--- src/rtl/ad9253_frame_align.sv ---
// Frame aligner: slips bitslip until the FCO word matches FRAME_PATTERN, then holds lock and watches for loss.
// Latency: align_start to aligned is 1+SETTLE_CYC+CHECK_CYC cycles with no slip; no backpressure, runs every frame clock.
module ad9253_frame_align #(
    parameter int unsigned        DATA_WD       = 8,
    parameter logic [DATA_WD-1:0] FRAME_PATTERN = 8'hF0,
    parameter int unsigned        SETTLE_CYC    = 4,
    parameter int unsigned        CHECK_CYC     = 16,
    parameter int unsigned        LOSS_CNT      = 4
) (
    input  logic               clk,
    input  logic               rst_n,
    input  logic               align_start,
    input  logic [DATA_WD-1:0] frame_din,
    output logic               slip,
    output logic               aligned,
    output logic               align_err,
    output logic [5:0]         slip_pos
);

    localparam int unsigned TRY_W   = $clog2(DATA_WD + 1);
    localparam int unsigned WAIT_W  = $clog2(SETTLE_CYC + 1);
    localparam int unsigned MATCH_W = $clog2(CHECK_CYC + 1);
    localparam int unsigned MISS_W  = $clog2(LOSS_CNT + 1);

    localparam logic [TRY_W-1:0]   TRY_MAX    = TRY_W'(DATA_WD);
    localparam logic [WAIT_W-1:0]  WAIT_LAST  = WAIT_W'(SETTLE_CYC - 1);
    localparam logic [MATCH_W-1:0] MATCH_LAST = MATCH_W'(CHECK_CYC - 1);
    localparam logic [MISS_W-1:0]  MISS_LAST  = MISS_W'(LOSS_CNT - 1);
    localparam logic [5:0]         POS_LAST   = 6'(DATA_WD - 1);

    typedef enum logic [2:0] {
        S_IDLE, S_SETTLE, S_CHECK, S_SLIP, S_LOCKED, S_FAIL
    } state_t;

    state_t             state_q, state_d;
    logic [TRY_W-1:0]   tries_q, tries_d;
    logic [WAIT_W-1:0]  wait_cnt_q, wait_cnt_d;
    logic [MATCH_W-1:0] match_cnt_q, match_cnt_d;
    logic [MISS_W-1:0]  miss_cnt_q, miss_cnt_d;
    logic [5:0]         slip_pos_q, slip_pos_d;
    logic               slip_q, slip_d;
    logic               aligned_q, aligned_d;
    logic               align_err_q, align_err_d;
    logic               match;

    assign match = (frame_din == FRAME_PATTERN);

    always_ff @(posedge clk or negedge rst_n) begin
        if (!rst_n) begin
            state_q <= S_IDLE;
        end else begin
            state_q <= state_d;
        end
    end

    // align_start overrides every other transition, including leaving LOCKED or FAIL
    always_comb begin
        state_d = state_q;
        if (align_start) begin
            state_d = S_SETTLE;
        end else begin
            case (state_q)
                S_IDLE:   state_d = S_IDLE;
                S_SETTLE: if (wait_cnt_q == WAIT_LAST) state_d = S_CHECK;
                S_CHECK: begin
                    if (match) begin
                        if (match_cnt_q == MATCH_LAST) state_d = S_LOCKED;
                    end else if (tries_q == TRY_MAX) begin
                        state_d = S_FAIL;
                    end else begin
                        state_d = S_SLIP;
                    end
                end
                S_SLIP:   state_d = S_SETTLE;
                S_LOCKED: if (!match && miss_cnt_q == MISS_LAST) state_d = S_SETTLE;
                S_FAIL:   state_d = S_FAIL;
                default:  state_d = S_IDLE;
            endcase
        end
    end

    // Outputs are registered copies of the state being entered
    always_comb begin
        slip_d      = (state_d == S_SLIP);
        aligned_d   = (state_d == S_LOCKED);
        align_err_d = (state_d == S_FAIL);
    end

    always_comb begin
        tries_d     = tries_q;
        slip_pos_d  = slip_pos_q;
        wait_cnt_d  = '0;
        match_cnt_d = '0;
        miss_cnt_d  = '0;
        if (align_start || state_q == S_LOCKED) begin
            tries_d = '0;
        end else if (state_d == S_SLIP) begin
            tries_d = tries_q + 1'b1;
        end
        if (state_d == S_SLIP) begin
            slip_pos_d = (slip_pos_q == POS_LAST) ? 6'd0 : slip_pos_q + 6'd1;
        end
        if (!align_start && state_q == S_SETTLE && state_d == S_SETTLE) begin
            wait_cnt_d = wait_cnt_q + 1'b1;
        end
        if (!align_start && state_q == S_CHECK && state_d == S_CHECK) begin
            match_cnt_d = match_cnt_q + 1'b1;
        end
        if (!align_start && state_q == S_LOCKED && state_d == S_LOCKED && !match) begin
            miss_cnt_d = miss_cnt_q + 1'b1;
        end
    end

    always_ff @(posedge clk or negedge rst_n) begin
        if (!rst_n) begin
            tries_q     <= '0;
            wait_cnt_q  <= '0;
            match_cnt_q <= '0;
            miss_cnt_q  <= '0;
            slip_pos_q  <= '0;
            slip_q      <= 1'b0;
            aligned_q   <= 1'b0;
            align_err_q <= 1'b0;
        end else begin
            tries_q     <= tries_d;
            wait_cnt_q  <= wait_cnt_d;
            match_cnt_q <= match_cnt_d;
            miss_cnt_q  <= miss_cnt_d;
            slip_pos_q  <= slip_pos_d;
            slip_q      <= slip_d;
            aligned_q   <= aligned_d;
            align_err_q <= align_err_d;
        end
    end

    assign slip      = slip_q;
    assign aligned   = aligned_q;
    assign align_err = align_err_q;
    assign slip_pos  = slip_pos_q;

endmodule

--- config.mk ---
export PLATFORM = sky130hd
export DESIGN_NAME = ad9253_frame_align
export DESIGN_NICKNAME = d
export VERILOG_FILES = /design/src/rtl/ad9253_frame_align.sv
export SDC_FILE = /design/constraint.sdc
export NUM_CORES = 1
export LEC_CHECK = 0
export ABC_AREA = 0
export BUFFER_PORTS_ARGS = -buffer_cell sky130_fd_sc_hd__buf_2
export CAP_MARGIN = 15
export CORE_MARGIN = 3
export CORE_UTILIZATION = 60
export CTS_CLUSTER_DIAMETER = 80
export DETAILED_ROUTE_END_ITERATION = 6
export HOLD_SLACK_MARGIN = 0.15
export PLACE_DENSITY_LB_ADDON = 0.12
export SYNTH_ARGS = -nofsm -noshare
export SYNTH_HDL_FRONTEND = slang
export SYNTH_SLANG_ARGS = --single-unit
--- constraint.sdc ---
create_clock -name clk -period 5.4 [get_ports clk]
set_input_delay 1.08 -clock clk [delete_from_list [all_inputs] [get_ports clk]]
set_output_delay 1.08 -clock clk [all_outputs]
set_load 0.03 [all_outputs]
Yosys cells after proc, flatten, opt, wreduce, memory -nomap -nowiden. Index checks and enable logic that the tools add are counted.

ROM bits: 0. Memories kept: 0. Bits of input ports: 11. Bits in writable memories: 0. Latch bits: 0. Register bits: 27. Word-level logic and storage cells: 55.

Multiplexer cells: 13. Equal/unequal tests: 16. Order comparisons: 0. $mul: 0. Divide/modulo/power cells: 0. Reductions and logical operators: 12. Bitwise operators: 0. Add/sub/neg operators: 5. Shift-type cells: 0.

Operator list (number): 3-bit 2-to-1 mux (8); 3-bit by 2-bit equality test with 1-bit output, second input constant (6); 3-bit one-hot mux with 5 select lines (1); 3-bit equality test, second input constant (4); 8-bit equality test, second input constant (1); 1-bit logical AND (8); 4-bit 2-to-1 mux (2); 3-bit by 1-bit adder with 3-bit output, second input constant (2); 6-bit by 1-bit adder with 6-bit output, second input constant (1); 3-bit by 1-bit equality test with 1-bit output, second input constant (2); 6-bit by 3-bit equality test with 1-bit output, second input constant (1); 6-bit 2-to-1 mux (1); 5-bit by 1-bit adder with 5-bit output, second input constant (1); 5-bit by 4-bit equality test with 1-bit output, second input constant (1); 5-bit 2-to-1 mux (1); 4-bit by 1-bit adder with 4-bit output, second input constant (1); 4-bit equality test, second input constant (1); 1-bit zero test (2); 2-bit nonzero test (1); 1-bit logical OR (1).

Longest topological paths before layout.
Depth after elaboration: 10. Gate-level depth with buffers: 8. Mapped depth without buffers: 8.

Least setup slack after synthesis. Ideal clock, no wire load.

Path kind: in2reg. Start point: in frame_din[1]. End point: reg slip_pos_q[0], in the netlist slip_pos[0]. Buffers on the path: 0. Path slack: 2.904 ns. Arrival: 2.371 ns. Library setup time: 0.125 ns. Stages: 5. Data required time: 5.275 ns. Cell sequence: or4_4 -> nor2_4 -> o211ai_4 -> nand3_4 -> mux2_2.

Word-level cells in the longest chain between the ends: 7. Elaborated cells between the ends (all ways): 8. Those cells by class: eq/ne (2); mux (4); reduce/logical (2).

RTL lines: from (decl) (line 13) `input logic [DATA_WD-1:0] frame_din,`; 8-bit equality test * (line 46) `assign match = (frame_din == FRAME_PATTERN);`; 1-bit zero test (line 75) `S_LOCKED: if (!match && miss_cnt_q == MISS_LAST) state_d = S_SETTLE;`; 1-bit logical AND (line 75); 3-bit 2-to-1 mux (line 75); 3-bit one-hot mux with 5 select lines * (line 62) `case (state_q)`; 3-bit 2-to-1 mux * (line 59) `if (align_start) begin`; 3-bit by 2-bit equality test with 1-bit output * (line 100) `if (state_d == S_SLIP) begin`; to (signal assigned) (line 129) `slip_pos_q <= slip_pos_d;`; to (decl) (line 40) `logic [5:0] slip_pos_q, slip_pos_d;`.

Every way passes the cells marked *; elsewhere a longest branch is shown, timed or not. A chain may end at the register's enable or synchronous reset.

Worst setup path after layout.
Start point: in frame_din[1]. End point: reg slip_pos_q[3], in the netlist slip_pos[3].

The elaborated chain is that of the path after synthesis.

==> qor.csv <==
metric,value,unit
status,"finished, final reports clean",
sequential element share of the synthesized area,48.1,%
Worst Tran Pin Value,568,ps
count of cell types in the netlist,38,
Max-Slew Margin vs Limit,62.1,%
max cap viols,0,
gpl congestion,0.818,
CP endpoint kind,flop,
Max VDD drop,0.250,mV
mux cell area share after synthesis,5.26,%
CP Data Required Time,5630,ps
final-stage net count,173,
Placed Instances,175,
leak pwr,0.000756,uW
final wirelength,2450,um
number of synthesized flops with an enable pin,0,
Synth Register Bits,27,
pin count of the biggest net entering global routing,28,
detailed placement HPWL,1860,um
initial antenna violation count,0,
Worst Hold Class,reg -> reg,
Initial DRC Count,10,
synthesized area per cell,10.7,sq um
vias in the first global route,946,
Post-CTS Hold Buffers,0,
Max Root-Sink Buffers,2,
Detailed Routing Iterations Pass 1,4,
vias,1008,
first-pass GRT wire length,4060,um
Syn Inst Count,131,
Startpoint Class,primary input,
Tot Pwr,428,uW
cell type with the highest aggregate area in the netlist,dfrtp_1,
TritonCTS clock tree,yes,
Post-DRT Antenna Nets,0,
I/O Buffers,19,
ANT cells,0,
Synth Flop Type,dfrtp_1,
Synth Net Count,151,
FILL cells,160,
grt ovf,0,
unrepaired setup endpoints after global routing,no,
top-count cell post-synth,dfrtp_1,
layout cells sized above 1,23.7,%
Post-Synth Adder-Cell Area,8.02,%
Power Dens Cells,278,nW/um^2
Ys Warns,0,
Die Y,54.4,um
Critical Path AT,2610,ps
CP max FO,13,
Synth area leaders,"dfrtp_1 48%, ha_1 8.0%, nand4_1 4.0%, nor2_1 3.7%, inv_1 3.5%",
Fin. Hold Viols,0,
cts bufs inserted,3,
Worst-path clk slew,140,ps
worst-skew pair later-pin latency,330,ps
Synth Area in Compound Gates,6.15,%
clock skew,3.46,ps
endpoints failing setup,0,
Clock Sinks,27,
Layout Cells excl Fill,179,
Avg Vias per Cell,5.63,
Crit Path Class,in -> reg,
simple-gate share of the synthesized area,24.5,%
Die ar.,2960,sq um
max-slew violation total from the final report,0,
clock root cell,clkbuf_4,
I/O pins,20,
PostCTS Resize Cnt,0,
largest family of logic cells by synthesized area,simple AND/OR/NAND/NOR gates,
CORE AREA,2080,sq um
Tmin final,2380,ps
top-area cell type share of the netlist area,48.1,%
Synth Cell Area,1400,sq um
FMAX,0.421,GHz
XOR/XNOR Fraction of Synth Area,3.12,%
TNS Setup,0,ps
area grow syn2layout,9.72,%
asr flop ratio synth,100,%
Commonest cells post-synth,"27 x dfrtp_1, 14 x nor2_1, 13 x inv_1",
global-route usage over all layers,19.6,%
initial core utilization,67.4,%
Setup Buffers After CTS,0,
CTS H-tree lvls,1,
routed len/inst,13.7,um
# rows,16,
die width,54.4,um
drt drc,0,
final period utilization,44.0,%
==> state kept, by name (all words and copies together) (netlist names) <==
name,count
aligned,1
wait_cnt_q,3
match_cnt_q,5
miss_cnt_q,3
slip,1
tries_q,4
state_q,3
slip_pos,6
align_err,1
==> final cells by class <==
type                    instances  area (sq um)  share of cell area (%)
multi-input cells              89           661                    42.9
flip-flops and latches         27           676                    43.9
clock buffers                   4          26.3                    1.71
repair buffers                 19          95.1                    6.17
inverters                      13          48.8                    3.17
well taps                      27          33.8                    2.19
==> where the power goes <==
part	internal [uW]	switching (uW)
Combinational	37.8	63.1
Clock	29.0	59.1
Sequential	221	17.8
Total	288	140
==> layer usage <==
layer  vias to the layer above  track usage (%)  share of wire, %
met5                         -                0                 0
met1                       483             24.7                46
li1                        502                -                 -
met4                         0             8.71               1.8
met3                         5             2.45               3.6
met2                        18             33.5                49
==> metrics by stage <==
stage,area (sq um),worst slack [ps],util [%],hold WS (ps)
5_1_grt,1540,2950,74.0,472
4_1_cts,1540,3020,74.0,443
3_5_place_dp,1510,2660,72.7,424
2_1_floorplan,1400,2900,-,407
3_3_place_gp,1510,2720,72.7,419
6_report,1540,3020,74.0,439
==> layout by cell type (no fill, tap or decap), drive strengths merged, types with 3 or more instances in the layout <==
cell	n
a21oi	3
and3	7
buf	19
clkbuf	4
dfrtp	27
ha	9
inv	13
mux2	3
mux2i	4
nand2	10
nand4	9
nor2	15
xnor2	4
==> worst paths after layout <==
kind / start / cells after the start / to / slack [ps]
worst max-delay path: frame_din[1] / 6 / slip_pos[3] / 3020
worst min-delay path: wait_cnt_q[0] / 1 / wait_cnt_q[0] / 440
worst max register to register: wait_cnt_q[0] / 7 / slip_pos[3] / 3190
worst min register to register: wait_cnt_q[0] / 1 / wait_cnt_q[0] / 440
max in group asynchronous: rst_n / 1 / match_cnt_q[1] / 4300
min in group asynchronous: rst_n / 1 / wait_cnt_q[2] / 720
==> kinds of logic after synthesis <==
kind of cell               Yosys count
muxes                                7
xor gates and xnor gates             5
adders and majority gates            9
and+or+nand+nor                     58
AOI/OAI and AO/OA                   10
buffers and inverters               15
DFF                                 27
==> worst max-delay path, cell delays in order <==
cell and delay, ps:
buf_2 110, or4_4 560, nor2_4 160, o21ai_2 200, nand4_1 160, mux2_2 350
Power figures use the tool's default switching activity.
